[src/rtl/rr_fifo_arbiter_pkg.sv]
// Shared definitions for the arbitrated FIFO: default sizing, entry packing ({tag, data}, tag in MSBs)
// and the producer-lane slicing of the packed wdata bus.
package rr_fifo_arbiter_pkg;

    localparam int DEF_NUM_REQ   = 4;
    localparam int DEF_LOG_REQ   = 2;
    localparam int DEF_LOG_DEPTH = 2;
    localparam int DEF_BYTE_SIZE = 8;

    // Producer i owns wdata[lane_lsb(i) +: byte_size].
    function automatic int lane_lsb(input int idx, input int byte_size);
        return idx * byte_size;
    endfunction

    // Stored entry width; tag occupies the top log_req bits.
    function automatic int entry_width(input int log_req, input int byte_size);
        return log_req + byte_size;
    endfunction

endpackage

[src/rtl/rr_fifo_arbiter_if.sv]
// Producer/consumer bundle for rr_fifo_arbiter; master = producers + sink, slave = the FIFO.
// Grant is combinational back to the producers; rdata/rtag are first-word fall-through.
interface rr_fifo_arbiter_if
    import rr_fifo_arbiter_pkg::*;
#(
    parameter int NUM_REQ   = DEF_NUM_REQ,
    parameter int LOG_REQ   = DEF_LOG_REQ,
    parameter int BYTE_SIZE = DEF_BYTE_SIZE
);
    logic [NUM_REQ-1:0]           req;
    logic [NUM_REQ*BYTE_SIZE-1:0] wdata;
    logic [NUM_REQ-1:0]           grant;
    logic                         rreq;
    logic [BYTE_SIZE-1:0]         rdata;
    logic [LOG_REQ-1:0]           rtag;
    logic                         empty;
    logic                         full;

    modport master (
        output req, wdata, rreq,
        input  grant, rdata, rtag, empty, full
    );

    modport slave (
        input  req, wdata, rreq,
        output grant, rdata, rtag, empty, full
    );
endinterface

[src/rtl/rr_fifo_arbiter_arb.sv]
// Combinational round-robin pick: first set req bit at or above rr_ptr, wrapping modulo NUM_REQ.
// Zero latency; enable low forces grant to zero.
module rr_arbiter #(
    parameter int NUM_REQ = 4,
    parameter int LOG_REQ = 2
) (
    input  logic [NUM_REQ-1:0] req,
    input  logic [LOG_REQ-1:0] rr_ptr,
    input  logic               enable,
    output logic [NUM_REQ-1:0] grant,
    output logic [LOG_REQ-1:0] grant_idx
);

    logic               found;
    logic [LOG_REQ-1:0] idx;

    // NUM_REQ is a power of two, so truncating rr_ptr+k to LOG_REQ bits is the modulo wrap.
    always_comb begin
        grant     = '0;
        grant_idx = '0;
        found     = 1'b0;
        idx       = '0;
        for (int k = 0; k < NUM_REQ; k++) begin
            idx = rr_ptr + k[LOG_REQ-1:0];
            if (enable && !found && req[idx]) begin
                found      = 1'b1;
                grant[idx] = 1'b1;
                grant_idx  = idx;
            end
        end
    end

endmodule

[src/rtl/rr_fifo_arbiter.sv]
// Round-robin shared write port onto one FWFT FIFO; grant is same-cycle, head visible one cycle after push.
// Backpressure: no grant while full unless the consumer pops in that same cycle.
module rr_fifo_arbiter
    import rr_fifo_arbiter_pkg::*;
#(
    parameter int NUM_REQ   = DEF_NUM_REQ,
    parameter int LOG_REQ   = DEF_LOG_REQ,
    parameter int LOG_DEPTH = DEF_LOG_DEPTH,
    parameter int BYTE_SIZE = DEF_BYTE_SIZE
) (
    input  logic              clock,
    input  logic              reset,
    rr_fifo_arbiter_if.slave  bus
);

    localparam int DEPTH = 2 ** LOG_DEPTH;

    typedef struct packed {
        logic [LOG_REQ-1:0]   tag;
        logic [BYTE_SIZE-1:0] data;
    } entry_t;

    entry_t               mem_q [DEPTH];
    entry_t               wr_entry;

    logic [LOG_DEPTH-1:0] head_q, head_d;
    logic [LOG_DEPTH-1:0] tail_q, tail_d;
    logic [LOG_DEPTH:0]   count_q, count_d;
    logic [LOG_REQ-1:0]   rr_ptr_q, rr_ptr_d;

    logic                 empty;
    logic                 full;
    logic                 pop;
    logic                 push;
    logic                 accept;
    logic                 arb_en;
    logic [NUM_REQ-1:0]   gnt;
    logic [LOG_REQ-1:0]   gnt_idx;

    assign empty  = (count_q == '0);
    assign full   = (count_q == (LOG_DEPTH+1)'(DEPTH));
    assign pop    = bus.rreq && !empty && !reset;
    // A pop while full frees the slot this same edge, so the arbiter may still grant.
    assign accept = !full || pop;
    assign arb_en = accept && !reset;

    rr_arbiter #(
        .NUM_REQ (NUM_REQ),
        .LOG_REQ (LOG_REQ)
    ) u_arb (
        .req       (bus.req),
        .rr_ptr    (rr_ptr_q),
        .enable    (arb_en),
        .grant     (gnt),
        .grant_idx (gnt_idx)
    );

    assign push = |gnt;

    always_comb begin
        wr_entry      = '0;
        wr_entry.tag  = gnt_idx;
        wr_entry.data = bus.wdata[lane_lsb(int'(gnt_idx), BYTE_SIZE) +: BYTE_SIZE];
    end

    always_comb begin
        head_d   = head_q;
        tail_d   = tail_q;
        count_d  = count_q;
        rr_ptr_d = rr_ptr_q;
        if (pop) begin
            head_d = head_q + LOG_DEPTH'(1);
        end
        if (push) begin
            tail_d   = tail_q + LOG_DEPTH'(1);
            rr_ptr_d = gnt_idx + LOG_REQ'(1);
        end
        case ({push, pop})
            2'b10:   count_d = count_q + (LOG_DEPTH+1)'(1);
            2'b01:   count_d = count_q - (LOG_DEPTH+1)'(1);
            default: count_d = count_q;
        endcase
    end

    always_ff @(posedge clock) begin
        if (reset) begin
            head_q   <= '0;
            tail_q   <= '0;
            count_q  <= '0;
            rr_ptr_q <= '0;
        end else begin
            head_q   <= head_d;
            tail_q   <= tail_d;
            count_q  <= count_d;
            rr_ptr_q <= rr_ptr_d;
        end
    end

    // Storage is not reset; push is already held low during reset through arb_en.
    always_ff @(posedge clock) begin
        if (push) begin
            mem_q[tail_q] <= wr_entry;
        end
    end

    assign bus.grant = gnt;
    assign bus.rdata = mem_q[head_q].data;
    assign bus.rtag  = mem_q[head_q].tag;
    assign bus.empty = empty;
    assign bus.full  = full;

endmodule

[src/flat_wrapper.sv]
// flat-port wrapper written by rule: the top's interface ports become plain ports
module rr_fifo_arbiter_flat import rr_fifo_arbiter_pkg::*;
#(
    parameter int NUM_REQ   = DEF_NUM_REQ,
    parameter int LOG_REQ   = DEF_LOG_REQ,
    parameter int LOG_DEPTH = DEF_LOG_DEPTH,
    parameter int BYTE_SIZE = DEF_BYTE_SIZE
)
  (clock, reset, bus_req, bus_wdata, bus_rreq, bus_grant, bus_rdata, bus_rtag, bus_empty, bus_full);
  rr_fifo_arbiter_if #(.NUM_REQ(NUM_REQ), .LOG_REQ(LOG_REQ), .BYTE_SIZE(BYTE_SIZE)) bus_i ();
  input  logic clock;
  input  logic reset;
  input wire logic [$bits(bus_i.req)-1:0] bus_req;
  input wire logic [$bits(bus_i.wdata)-1:0] bus_wdata;
  input wire logic [$bits(bus_i.rreq)-1:0] bus_rreq;
  output wire logic [$bits(bus_i.grant)-1:0] bus_grant;
  output wire logic [$bits(bus_i.rdata)-1:0] bus_rdata;
  output wire logic [$bits(bus_i.rtag)-1:0] bus_rtag;
  output wire logic [$bits(bus_i.empty)-1:0] bus_empty;
  output wire logic [$bits(bus_i.full)-1:0] bus_full;
  assign bus_i.req = bus_req;
  assign bus_i.wdata = bus_wdata;
  assign bus_i.rreq = bus_rreq;
  assign bus_grant = bus_i.grant;
  assign bus_rdata = bus_i.rdata;
  assign bus_rtag = bus_i.rtag;
  assign bus_empty = bus_i.empty;
  assign bus_full = bus_i.full;
  rr_fifo_arbiter #(.NUM_REQ(NUM_REQ), .LOG_REQ(LOG_REQ), .LOG_DEPTH(LOG_DEPTH), .BYTE_SIZE(BYTE_SIZE)) u_core (.clock(clock), .reset(reset), .bus(bus_i));
endmodule
[config.mk]
export PLATFORM = sky130hd
export DESIGN_NAME = rr_fifo_arbiter_flat
export DESIGN_NICKNAME = d
export VERILOG_FILES = /design/src/rtl/rr_fifo_arbiter_pkg.sv /design/src/rtl/rr_fifo_arbiter_if.sv /design/src/rtl/rr_fifo_arbiter_arb.sv /design/src/rtl/rr_fifo_arbiter.sv /design/src/flat_wrapper.sv
export SDC_FILE = /design/constraint.sdc
export NUM_CORES = 1
export LEC_CHECK = 0
export CORE_UTILIZATION = 52
export DETAILED_ROUTE_END_ITERATION = 16
export MAX_ROUTING_LAYER = met4
export PLACE_DENSITY = 0.8
export SLEW_MARGIN = 20
export SYNTH_ARGS = -nofsm -noshare
export SYNTH_HDL_FRONTEND = slang
export SYNTH_SLANG_ARGS = --single-unit
[constraint.sdc]
create_clock -name clock -period 5.2 [get_ports clock]
set_clock_uncertainty 0.15 [all_clocks]
set_input_delay 0.78 -clock clock [delete_from_list [all_inputs] [get_ports clock]]
set_output_delay 0.78 -clock clock [all_outputs]
set_load 0.02 [all_outputs]
==> results.json <==
{
  "status": "finished clean",
  "hold_start": "u_core.tail_q[0]",
  "syn_area_um2": 2800,
  "insertedDiodeCount": 0,
  "cts_buffers": 5,
  "route.detailed.drc": 0,
  "critPathTopFamily": "compound AO/OA/AOI/OAI gates",
  "crit_required_ps": 4270,
  "rsz0062_at_grt": "no",
  "slowest_delay_ps": 680,
  "ys_types": 40,
  "row_count": 26,
  "htreeDepth": 2,
  "finalSetupViolations": 0,
  "die_h_um": 75.4,
  "placed_area_um2": 3400,
  "critical_path_buf_inv_count": 2,
  "drive_gt1_frac": 0.124,
  "post-place-cells": 328,
  "yosys_warnings": 0,
  "place_hpwl_mm": 3.94,
  "worstPathCellList": "inv_1, ha_1, mux2_2, a32o_1, a22oi_1, nor2_1, a221oi_1, nor2_1, clkdlybuf4s50_1",
  "path_class": "reg2out",
  "path_clk_slew_ps": 90,
  "hold_buffers": 0,
  "root_buffer": "clkbuf_8",
  "grtUsageTotal": 0.208,
  "design.core.area_um2": 5140,
  "cts_buffer_depth": 2,
  "end_kind": "primary output",
  "ant_nets": 0,
  "vias": 1898,
  "leakage_nw": 1.29,
  "cap_viol_max_count": 0,
  "synthCells": 211,
  "instances_no_fill": 336,
  "ys_ff_latch": 51,
  "layout_common_cells": "clkdlybuf4s50_1, edfxtp_1, mux2i_1, nor2_1, mux4_2",
  "hold_viol_final": 0,
  "r2r_start": "u_core.rr_ptr_q[0]",
  "finalCritPeriodShare": 0.866,
  "cp_data_arrival_time_ps": 3570,
  "synth_nets": 262,
  "start_kind": "flip-flop",
  "cp_slowest_cell": "dfxtp_1",
  "final.setup.tns_ps": 0,
  "synth-edff-count": 40,
  "nets": 316,
  "layout_commonest_cell": "clkdlybuf4s50_1",
  "place.port_buffers": 54,
  "cts_tree": "done",
  "drt_pass1_iterations": 4,
  "hp-class": "reg2reg",
  "fin_area_um2": 3510,
  "grt_antenna_before_repair": 0,
  "crit_top_cell": "nor2_1",
  "cp_max_fo": 14,
  "async_reset_ff_frac": 0,
  "slew_headroom": 0.383,
  "area_growth_pct": 25.5,
  "period_needed_ps": 4500,
  "clock_sinks": 51,
  "via_per_inst": 5.65,
  "fp.dieArea_um2": 5680,
  "pin_count": 55,
  "start_util": 0.545,
  "fmax_mhz": 222,
  "power.density_nw_per_um2": 559,
  "ir_drop_v": 0.000318,
  "yosysSeqAreaShare": 0.508,
  "cts_setup_buffers": 0,
  "die_w_um": 75.4,
  "grt_pass1_vias": 1817,
  "tightestPinTransition_ps": 925,
  "grt_max_degree": 17,
  "routed_wl_mm": 5.35,
  "grt_overflow": 0,
  "gp_congestion": 0.868,
  "drv_slew": 0,
  "crit_path_start": "u_core.rr_ptr_q[0]",
  "synth_flop_cell": "edfxtp_1",
  "avgRoutedWirePerCell_um": 15.9,
  "drtIter0Drc": 81,
  "synth.avg_cell_area_um2": 13.3,
  "clkLatencyLatePin_ps": 290,
  "cts_resized": 0,
  "grt_pass1_wl_mm": 8.44
}
-- per-stage QoR --
stage	utilization	power (W)	hold slack, ps	worst slack, ps
global route	0.684	0.00210	407	458
finish	0.684	0.00197	363	699
global placement	0.661	0.00169	342	983
CTS	0.684	0.00198	366	718
floorplan	-	0.00139	317	1460
detailed placement	0.661	0.00172	352	834
-- sequential cells by signal (all words and copies together) (netlist names), named ones only --
signal           flops
u_core.count_q       3
u_core.mem_q        40
u_core.rr_ptr_q      2
u_core.tail_q        2
u_core.head_q        2
-- worst paths after layout --
kind                                           to  slack [ps]  cells past startpoint
worst min register to register   u_core.tail_q[0]         360                      2
worst max register to register  u_core.count_q[2]         990                     14
worst max-delay path                 bus_grant[2]         700                      9
worst min-delay path             u_core.tail_q[0]         360                      2
-- power by group --
part           internal (W)  switching, W
clock network      0.000139      0.000125
logic              0.000486      0.000539
registers          0.000596     0.0000806
total               0.00122      0.000744
-- final cells by class --
class,count,area [µm²]
clock buffers,7,108
repair buffers,56,556
multi-input cells,140,1290
flip-flops and latches,51,1420
clock inverters,1,8.76
inverters,11,41.3
fillers,409,1630
well taps,70,87.6
-- worst register-to-register path: cells and delay by family (launching register included) --
kind / cells / cell delay, ps
DFF: 1 / 680
AOI/OAI and AO/OA: 4 / 1000
buffers and inverters: 3 / 350
xor gates and xnor gates: 1 / 150
and+or+nand+nor: 2 / 390
muxes: 1 / 370
adders and majority gates: 3 / 1040
-- kinds of logic after synthesis --
| logic type | after synthesis | share of synthesized area |
|---|---|---|
| and+or+nand+nor | 49 | 0.0894 |
| DFF | 51 | 0.508 |
| muxes | 41 | 0.211 |
| buffers and inverters | 20 | 0.0322 |
| adders and majority gates | 12 | 0.0563 |
| AOI/OAI and AO/OA | 33 | 0.0876 |
| xor gates and xnor gates | 5 | 0.0156 |
-- cells in the mapped netlist (all sizes together) (4+ instances only) --
master | count | share of area
nor3 | 4 | 0.0071
nor2b | 5 | 0.011
mux4 | 14 | 0.11
xor2 | 5 | 0.016
o21ai | 8 | 0.014
and2 | 4 | 0.0089
dfxtp | 11 | 0.079
edfxtp | 40 | 0.43
mux2i | 25 | 0.089
a221oi | 4 | 0.013
ha | 11 | 0.049
buf | 8 | 0.016
a22oi | 6 | 0.016
inv | 11 | 0.015
a21oi | 5 | 0.0089
nor2 | 22 | 0.029
-- per-layer routing --
| metal | part of all wire | vias to the layer above | global-route usage |
|---|---|---|---|
| met3 | 0.046 | 2 | 0.0278 |
| met5 | 0 | - | - |
| met1 | 0.45 | 922 | 0.261 |
| met4 | 0.0039 | 0 | 0.0370 |
| li1 | - | 913 | - |
| met2 | 0.50 | 61 | 0.366 |
Power figures use the tool's default switching activity.
